$ cat src/rtl/glcd_write_arbiter.sv
// Two-requester write arbiter for a dual-controller 128x64 graphic LCD: power-on init,
// half select, cached page/column command insertion, every bus phase paced by a divided tick.
module glcd_write_arbiter #(
    parameter int TICK_DIV   = 32768,
    parameter int RST_TICKS  = 2,
    parameter int POWER_WAIT = 8
) (
    input  logic       clk,
    input  logic       rst,
    input  logic       req0_valid,
    input  logic [2:0] req0_page,
    input  logic [6:0] req0_col,
    input  logic [7:0] req0_data,
    output logic       req0_ready,
    input  logic       req1_valid,
    input  logic [2:0] req1_page,
    input  logic [6:0] req1_col,
    input  logic [7:0] req1_data,
    output logic       req1_ready,
    output logic       busy,
    output logic       lcd_e,
    output logic       lcd_rs,
    output logic       lcd_rw,
    output logic       cs1,
    output logic       cs2,
    output logic       lcd_reset,
    output logic [7:0] lcd_data
);

    localparam int            TW        = (TICK_DIV > 1) ? $clog2(TICK_DIV) : 1;
    localparam logic [TW-1:0] TICK_LAST = TW'(TICK_DIV - 1);
    localparam logic [15:0]   RST_LAST  = 16'(RST_TICKS - 1);
    localparam logic [15:0]   PWR_LAST  = 16'(POWER_WAIT - 1);

    typedef enum logic [2:0] {
        S_RST_HOLD, S_PWR_WAIT, S_INIT, S_IDLE, S_PAGE_CMD, S_COL_CMD, S_DATA_WR
    } state_t;

    state_t          state_q;
    logic [TW-1:0]   tick_cnt_q, tick_cnt_d;
    logic            tick_s;
    logic            phase_q;
    logic [15:0]     wait_q;
    logic [1:0]      init_idx_q;
    logic [1:0][2:0] cache_page_q;
    logic [1:0][5:0] cache_col_q;
    logic [1:0]      cache_vld_q;
    logic            last_q, gnt_q;
    logic [2:0]      page_q;
    logic [6:0]      col_q;
    logic [7:0]      data_q;
    logic            e_q, rs_q, cs1_q, cs2_q, lcd_reset_q, ready0_q, ready1_q, busy_q;
    logic [7:0]      lcd_data_q;

    logic            win1_s, h_s, sel_h_s, sel_page_miss_s, sel_col_miss_s, col_miss_s;
    logic [2:0]      sel_page_s;
    logic [6:0]      sel_col_s;
    logic [7:0]      sel_data_s;
    logic [5:0]      col_inc_s;

    function automatic logic [7:0] init_cmd(input logic [1:0] idx);
        case (idx)
            2'd0:    init_cmd = 8'h3F;
            2'd1:    init_cmd = 8'hB8;
            2'd2:    init_cmd = 8'h40;
            2'd3:    init_cmd = 8'hC0;
            default: init_cmd = 8'h3F;
        endcase
    endfunction

    // Tick generation, arbitration choice and cache hit/miss decode
    always_comb begin
        tick_s          = (tick_cnt_q == TICK_LAST);
        tick_cnt_d      = tick_s ? '0 : tick_cnt_q + TW'(1);
        win1_s          = req1_valid & (~req0_valid | ~last_q);
        sel_page_s      = gnt_q ? req1_page : req0_page;
        sel_col_s       = gnt_q ? req1_col  : req0_col;
        sel_data_s      = gnt_q ? req1_data : req0_data;
        sel_h_s         = sel_col_s[6];
        sel_page_miss_s = ~cache_vld_q[sel_h_s] | (cache_page_q[sel_h_s] != sel_page_s);
        sel_col_miss_s  = ~cache_vld_q[sel_h_s] | (cache_col_q[sel_h_s] != sel_col_s[5:0]);
        h_s             = col_q[6];
        col_miss_s      = ~cache_vld_q[h_s] | (cache_col_q[h_s] != col_q[5:0]);
        col_inc_s       = col_q[5:0] + 6'd1;
    end

    // Main controller: reset/init sequencing, grant/latch, command insertion and bus phases
    always_ff @(posedge clk) begin
        if (rst) begin
            state_q      <= S_RST_HOLD;
            tick_cnt_q   <= '0;
            phase_q      <= 1'b0;
            wait_q       <= 16'd0;
            init_idx_q   <= 2'd0;
            cache_page_q <= '0;
            cache_col_q  <= '0;
            cache_vld_q  <= 2'b00;
            last_q       <= 1'b1;
            gnt_q        <= 1'b0;
            page_q       <= 3'd0;
            col_q        <= 7'd0;
            data_q       <= 8'd0;
            e_q          <= 1'b0;
            rs_q         <= 1'b0;
            cs1_q        <= 1'b0;
            cs2_q        <= 1'b0;
            lcd_reset_q  <= 1'b0;
            lcd_data_q   <= 8'd0;
            ready0_q     <= 1'b0;
            ready1_q     <= 1'b0;
            busy_q       <= 1'b1;
        end else begin
            tick_cnt_q <= tick_cnt_d;
            ready0_q   <= 1'b0;
            ready1_q   <= 1'b0;
            case (state_q)
                S_RST_HOLD: begin
                    if (tick_s) begin
                        if (wait_q == RST_LAST) begin
                            lcd_reset_q <= 1'b1;
                            wait_q      <= 16'd0;
                            state_q     <= S_PWR_WAIT;
                        end else begin
                            wait_q <= wait_q + 16'd1;
                        end
                    end
                end
                // The final wait tick already opens the first init command
                S_PWR_WAIT: begin
                    if (tick_s) begin
                        if (wait_q == PWR_LAST) begin
                            wait_q     <= 16'd0;
                            e_q        <= 1'b1;
                            cs1_q      <= 1'b1;
                            cs2_q      <= 1'b1;
                            rs_q       <= 1'b0;
                            lcd_data_q <= init_cmd(2'd0);
                            init_idx_q <= 2'd0;
                            phase_q    <= 1'b1;
                            state_q    <= S_INIT;
                        end else begin
                            wait_q <= wait_q + 16'd1;
                        end
                    end
                end
                S_INIT: begin
                    if (tick_s) begin
                        if (!phase_q) begin
                            e_q        <= 1'b1;
                            cs1_q      <= 1'b1;
                            cs2_q      <= 1'b1;
                            rs_q       <= 1'b0;
                            lcd_data_q <= init_cmd(init_idx_q);
                            phase_q    <= 1'b1;
                        end else begin
                            e_q     <= 1'b0;
                            phase_q <= 1'b0;
                            if (init_idx_q == 2'd3) begin
                                cache_page_q <= '0;
                                cache_col_q  <= '0;
                                cache_vld_q  <= 2'b11;
                                busy_q       <= 1'b0;
                                state_q      <= S_IDLE;
                            end else begin
                                init_idx_q <= init_idx_q + 2'd1;
                            end
                        end
                    end
                end
                // A grant cycle (ready high) is followed by the latch of the granted request
                S_IDLE: begin
                    if (ready0_q || ready1_q) begin
                        page_q  <= sel_page_s;
                        col_q   <= sel_col_s;
                        data_q  <= sel_data_s;
                        busy_q  <= 1'b1;
                        phase_q <= 1'b0;
                        state_q <= sel_page_miss_s ? S_PAGE_CMD :
                                   (sel_col_miss_s ? S_COL_CMD : S_DATA_WR);
                    end else if (req0_valid || req1_valid) begin
                        ready0_q <= ~win1_s;
                        ready1_q <= win1_s;
                        gnt_q    <= win1_s;
                        last_q   <= win1_s;
                    end else begin
                        gnt_q <= gnt_q;
                    end
                end
                S_PAGE_CMD: begin
                    if (tick_s) begin
                        if (!phase_q) begin
                            e_q        <= 1'b1;
                            cs1_q      <= ~h_s;
                            cs2_q      <= h_s;
                            rs_q       <= 1'b0;
                            lcd_data_q <= {5'b10111, page_q};
                            phase_q    <= 1'b1;
                        end else begin
                            e_q               <= 1'b0;
                            phase_q           <= 1'b0;
                            cache_page_q[h_s] <= page_q;
                            state_q           <= col_miss_s ? S_COL_CMD : S_DATA_WR;
                        end
                    end
                end
                S_COL_CMD: begin
                    if (tick_s) begin
                        if (!phase_q) begin
                            e_q        <= 1'b1;
                            cs1_q      <= ~h_s;
                            cs2_q      <= h_s;
                            rs_q       <= 1'b0;
                            lcd_data_q <= {2'b01, col_q[5:0]};
                            phase_q    <= 1'b1;
                        end else begin
                            e_q              <= 1'b0;
                            phase_q          <= 1'b0;
                            cache_col_q[h_s] <= col_q[5:0];
                            state_q          <= S_DATA_WR;
                        end
                    end
                end
                // Controller auto-increments its column after each data byte, wrapping 63->0
                S_DATA_WR: begin
                    if (tick_s) begin
                        if (!phase_q) begin
                            e_q        <= 1'b1;
                            cs1_q      <= ~h_s;
                            cs2_q      <= h_s;
                            rs_q       <= 1'b1;
                            lcd_data_q <= data_q;
                            phase_q    <= 1'b1;
                        end else begin
                            e_q              <= 1'b0;
                            phase_q          <= 1'b0;
                            cache_col_q[h_s] <= col_inc_s;
                            busy_q           <= 1'b0;
                            state_q          <= S_IDLE;
                        end
                    end
                end
                default: begin
                    state_q <= S_RST_HOLD;
                end
            endcase
        end
    end

    assign req0_ready = ready0_q;
    assign req1_ready = ready1_q;
    assign busy       = busy_q;
    assign lcd_e      = e_q;
    assign lcd_rs     = rs_q;
    assign lcd_rw     = 1'b0;
    assign cs1        = cs1_q;
    assign cs2        = cs2_q;
    assign lcd_reset  = lcd_reset_q;
    assign lcd_data   = lcd_data_q;

endmodule

$ cat config.mk
export PLATFORM = sky130hd
export DESIGN_NAME = glcd_write_arbiter
export DESIGN_NICKNAME = d
export VERILOG_FILES = /design/src/rtl/glcd_write_arbiter.sv
export SDC_FILE = /design/constraint.sdc
export NUM_CORES = 1
export LEC_CHECK = 0
export BUFFER_PORTS_ARGS = -buffer_cell sky130_fd_sc_hd__buf_2
export CORE_MARGIN = 5
export CORE_UTILIZATION = 55
export CTS_CLUSTER_SIZE = 20
export DETAILED_ROUTE_END_ITERATION = 16
export PLACE_DENSITY = 0.77
export SLEW_MARGIN = 10
export SYNTH_ARGS = -nofsm -noshare
export SYNTH_HDL_FRONTEND = slang
export SYNTH_SLANG_ARGS = --single-unit
$ cat constraint.sdc
create_clock -name clk -period 5.77 [get_ports clk]
set_input_delay 0.2885 -clock clk [delete_from_list [all_inputs] [get_ports clk]]
set_output_delay 0.2885 -clock clk [all_outputs]
set_load 0.005 [all_outputs]
==> run summary <==
STA
-------------------------------------------------------------------------------------------------
Final Cycle Share                                                                           0.495
Maximum operating frequency                                                               350 MHz
Setup skew after layout                                                                   10.9 ps
Worst-case setup margin in the final layout                                               2910 ps
Relative max-transition margin                                                              0.250
Transition time at the pin with the least slew margin                                     1120 ps
Number of slew-limit violations in the final report                                             0
Final setup vio count                                                                           0
Final Hold Viols                                                                                0
Setup repair after global routing missed its margin                                            no
Final setup TNS                                                                              0 ps
Tmin final                                                                                2860 ps

CLOCK NETWORK
-------------------------------------------------------------------------------------------------
Insertion delay of the later-clocked pin in the worst-skew pair                            360 ps
Clock tree from TritonCTS                                                                     yes
Total clock buffers created by CTS                                                              9
TritonCTS sink count                                                                           92
Clock transition at the registers of the reported paths                                     80 ps
H-tree depth reported by CTS                                                                    3
# resized after CTS                                                                             0
Buffer levels on the longest clock path                                                         2
Master cell of the clock root buffer                                                     clkbuf_8
Post-CTS setup-driven buffer insertion count                                                    0
Hold-fix buffers, CTS                                                                           0

GLOBAL ROUTE
-------------------------------------------------------------------------------------------------
Antenna violations before repair                                                                0
Overall fraction of global-route tracks in use                                              0.217
Wire length of the first global-routing pass                                             18500 um
Remaining global-route overflow                                                                 0
Largest net degree at the start of global routing                                              66
Vias in the first global route                                                               3879

CELLS AND AREA
-------------------------------------------------------------------------------------------------
Number of nets in the layout                                                                  636
Layout area overhead                                                                        9.02%
Diodes inserted                                                                                 0
Leading cell type in the layout, fill and taps excluded                                    nor2_1
Number of inserted filler cells in the final layout                                           776
Most frequent cells in the layout                                                    nor2_1 (96), dfxtp_1 (92), buf_2 (55)
Share of layout cells above drive strength 1                                                0.143

SYNTHESIS
-------------------------------------------------------------------------------------------------
Asr flop ratio synth                                                                            0
Cell area after synthesis                                                                4770 um2
Main synth FF type                                                                        dfxtp_1
Yosys warns                                                                                     0
Sequential element share of the synthesized area                                            0.386
Cells after Synth                                                                             554
Yosys reg bits                                                                                 92
Post-Syn Area per Cell                                                                   8.61 um2
Count of flip-flops with a built-in enable after synthesis                                      0
Mapped Nets                                                                                   602
Number of distinct library cell variants in the gate-level netlist after synthesis             61

PLACEMENT
-------------------------------------------------------------------------------------------------
Routability-driven placement congestion ratio                                               0.891
Setup Slack @ Placement                                                                   2830 ps
IO buf count                                                                                   55
Detailed Place HPWL                                                                       8170 um

SETUP PATH
-------------------------------------------------------------------------------------------------
Setup slack on the worst flop-to-flop path                                                2910 ps
Cell count of the worst reg-to-reg path                                                         7
Kind of critical path                                                                flop to flop
Startpoint of the worst setup timing path                                                   gnt_q
Endpoint of the worst-slack reg-to-reg timing path                                     state_q[0]
Type of element capturing the critical path                                                  flop
Critical register-to-register path startpoint                                               gnt_q
Worst-path fanout max                                                                          19
Critical Path Source Type                                                                    flop
Data arrival, critical path                                                               3120 ps
Last element of the critical path                                                      state_q[0]
Critical Path RT                                                                          6030 ps

FLOORPLANNING
-------------------------------------------------------------------------------------------------
Initial Utilization                                                                         0.555
Core outline area                                                                        8590 um2
Floorplan die height                                                                       103 um
Top-Level Pins                                                                                 57
Row Count                                                                                      34
Die span in x                                                                              103 um
Die area                                                                                10600 um2

RUN
-------------------------------------------------------------------------------------------------
Maxcap violations                                                                               0

POWER AND IR DROP
-------------------------------------------------------------------------------------------------
Power density of the placed cells                                                      215 nW/um2
Leak Pwr                                                                                  1.80 nW
Largest vdd supply drop                                                                  0.122 mV

ROUTE
-------------------------------------------------------------------------------------------------
Antenna Nets Post-Route                                                                         0
Routed length per placed instance                                                         16.1 um
Count of vias placed by the detailed router                                                  4121
Iteration-0 DRC count of the detailed router                                                  292
Post-detailed-routing wire length                                                        11300 um
First-pass DRT Iterations                                                                       6
Ratio of routed vias to standard cells                                                       5.88
Post-detailed-route DRC marker count                                                            0

OUTCOME
-------------------------------------------------------------------------------------------------
Result of the run                                                                       completed

WORST HOLD PATH
-------------------------------------------------------------------------------------------------
Hold Crit Class                                                                      input port to flop

## worst max-delay path, cell delays in order (launching register included)
cell and delay, ps:
dfxtp_1 1070, mux2i_1 270, buf_4 240, mux2i_1 250, xor2_1 90, nor4_1 320
a21bo_2 260, a221oi_1 250
## worst min path at each step
stage	startpoint	end	slack, ps	cells past startpoint
4_1_cts	req0_valid	req0_ready	220	3
3_5_place_dp	tick_cnt_q[0]	tick_cnt_q[0]	450	1
5_1_grt	req0_valid	req0_ready	250	3
2_1_floorplan	tick_cnt_q[0]	tick_cnt_q[0]	430	1
3_3_place_gp	tick_cnt_q[0]	tick_cnt_q[0]	440	1
6_report	req0_valid	req0_ready	240	3
## stage by stage
stage | hold slack [ps] | util | cells | power (mW) | cell area [um2]
6_report | 238 | 0.605 | 701 | 1.12 | 5200
5_1_grt | 246 | 0.605 | 701 | 1.16 | 5200
4_1_cts | 225 | 0.605 | 701 | 1.13 | 5200
3_5_place_dp | 451 | 0.581 | 685 | 0.692 | 5000
3_3_place_gp | 441 | 0.581 | 685 | 0.691 | 5000
2_1_floorplan | 426 | - | 554 | 0.675 | 4770
## synth_stat cells, types with 2 or more instances
cell / instances / share of area
dfxtp_1: 92 / 0.39
nor2_1: 96 / 0.076
nor4_1: 6 / 0.0079
buf_4: 3 / 0.0047
and4_1: 5 / 0.0092
nor2b_1: 4 / 0.0052
a22oi_1: 18 / 0.028
inv_1: 12 / 0.0094
o21bai_1: 3 / 0.0047
xnor2_1: 20 / 0.037
a211o_1: 3 / 0.0055
nand2_1: 32 / 0.025
a21oi_1: 18 / 0.019
or4_1: 4 / 0.0063
o21ai_0: 21 / 0.022
o311ai_0: 2 / 0.0037
xor2_1: 24 / 0.044
a41oi_1: 2 / 0.0037
nand3_1: 18 / 0.019
clkbuf_8: 5 / 0.014
mux2i_1: 38 / 0.080
nand4_1: 8 / 0.010
nor3_1: 9 / 0.0094
clkbuf_1: 18 / 0.014
a211oi_1: 29 / 0.046
buf_1: 5 / 0.0039
nor3b_1: 3 / 0.0047
ha_1: 8 / 0.021
nand2b_1: 3 / 0.0039
and2_1: 4 / 0.0052
buf_2: 2 / 0.0021
and3_1: 10 / 0.013
## routing by layer
metal,GRT usage,wire length (um),vias to the layer above
met1,0.287,5050,1932
met4,0.0896,234,0
li1,-,-,2024
met2,0.355,5330,144
met5,0,0,-
met3,0.0345,678,21
## sequential cells by signal, summed over array words and instances (netlist names), 6 cells and up
register and cells:
data_q 8, cache_page_q 6, lcd_data 8, cache_col_q 12, tick_cnt_q 15, wait_q 16, col_q 7
## logic make-up after synthesis
group / share of synthesized area
simple gates: 0.218
compound gates: 0.160
flops: 0.386
buf+inv: 0.0512
xor+xnor: 0.0808
mux: 0.0821
fa+ha+maj: 0.0210
other cells: 0.000786
## cell type report
cell class,count,area (um2),area share
Sequential cell,92,1840,0.354
Clock inverter,5,61.3,0.0118
Multi-Input combinational cell,416,2690,0.516
Clock buffer,11,141,0.0272
Tap cell,108,135,0.0260
Timing Repair Buffer,57,290,0.0558
Inverter,12,45.0,0.00866
## power breakdown
group	switching (mW)	internal [mW]	leakage, nW	total, mW
clock	0.227	0.213	0.0918	0.440
combinational	0.0223	0.0175	0.972	0.0399
sequential	0.00145	0.636	0.741	0.637
total	0.251	0.866	1.80	1.12
No activity file was read; power rests on OpenSTA's default activity.
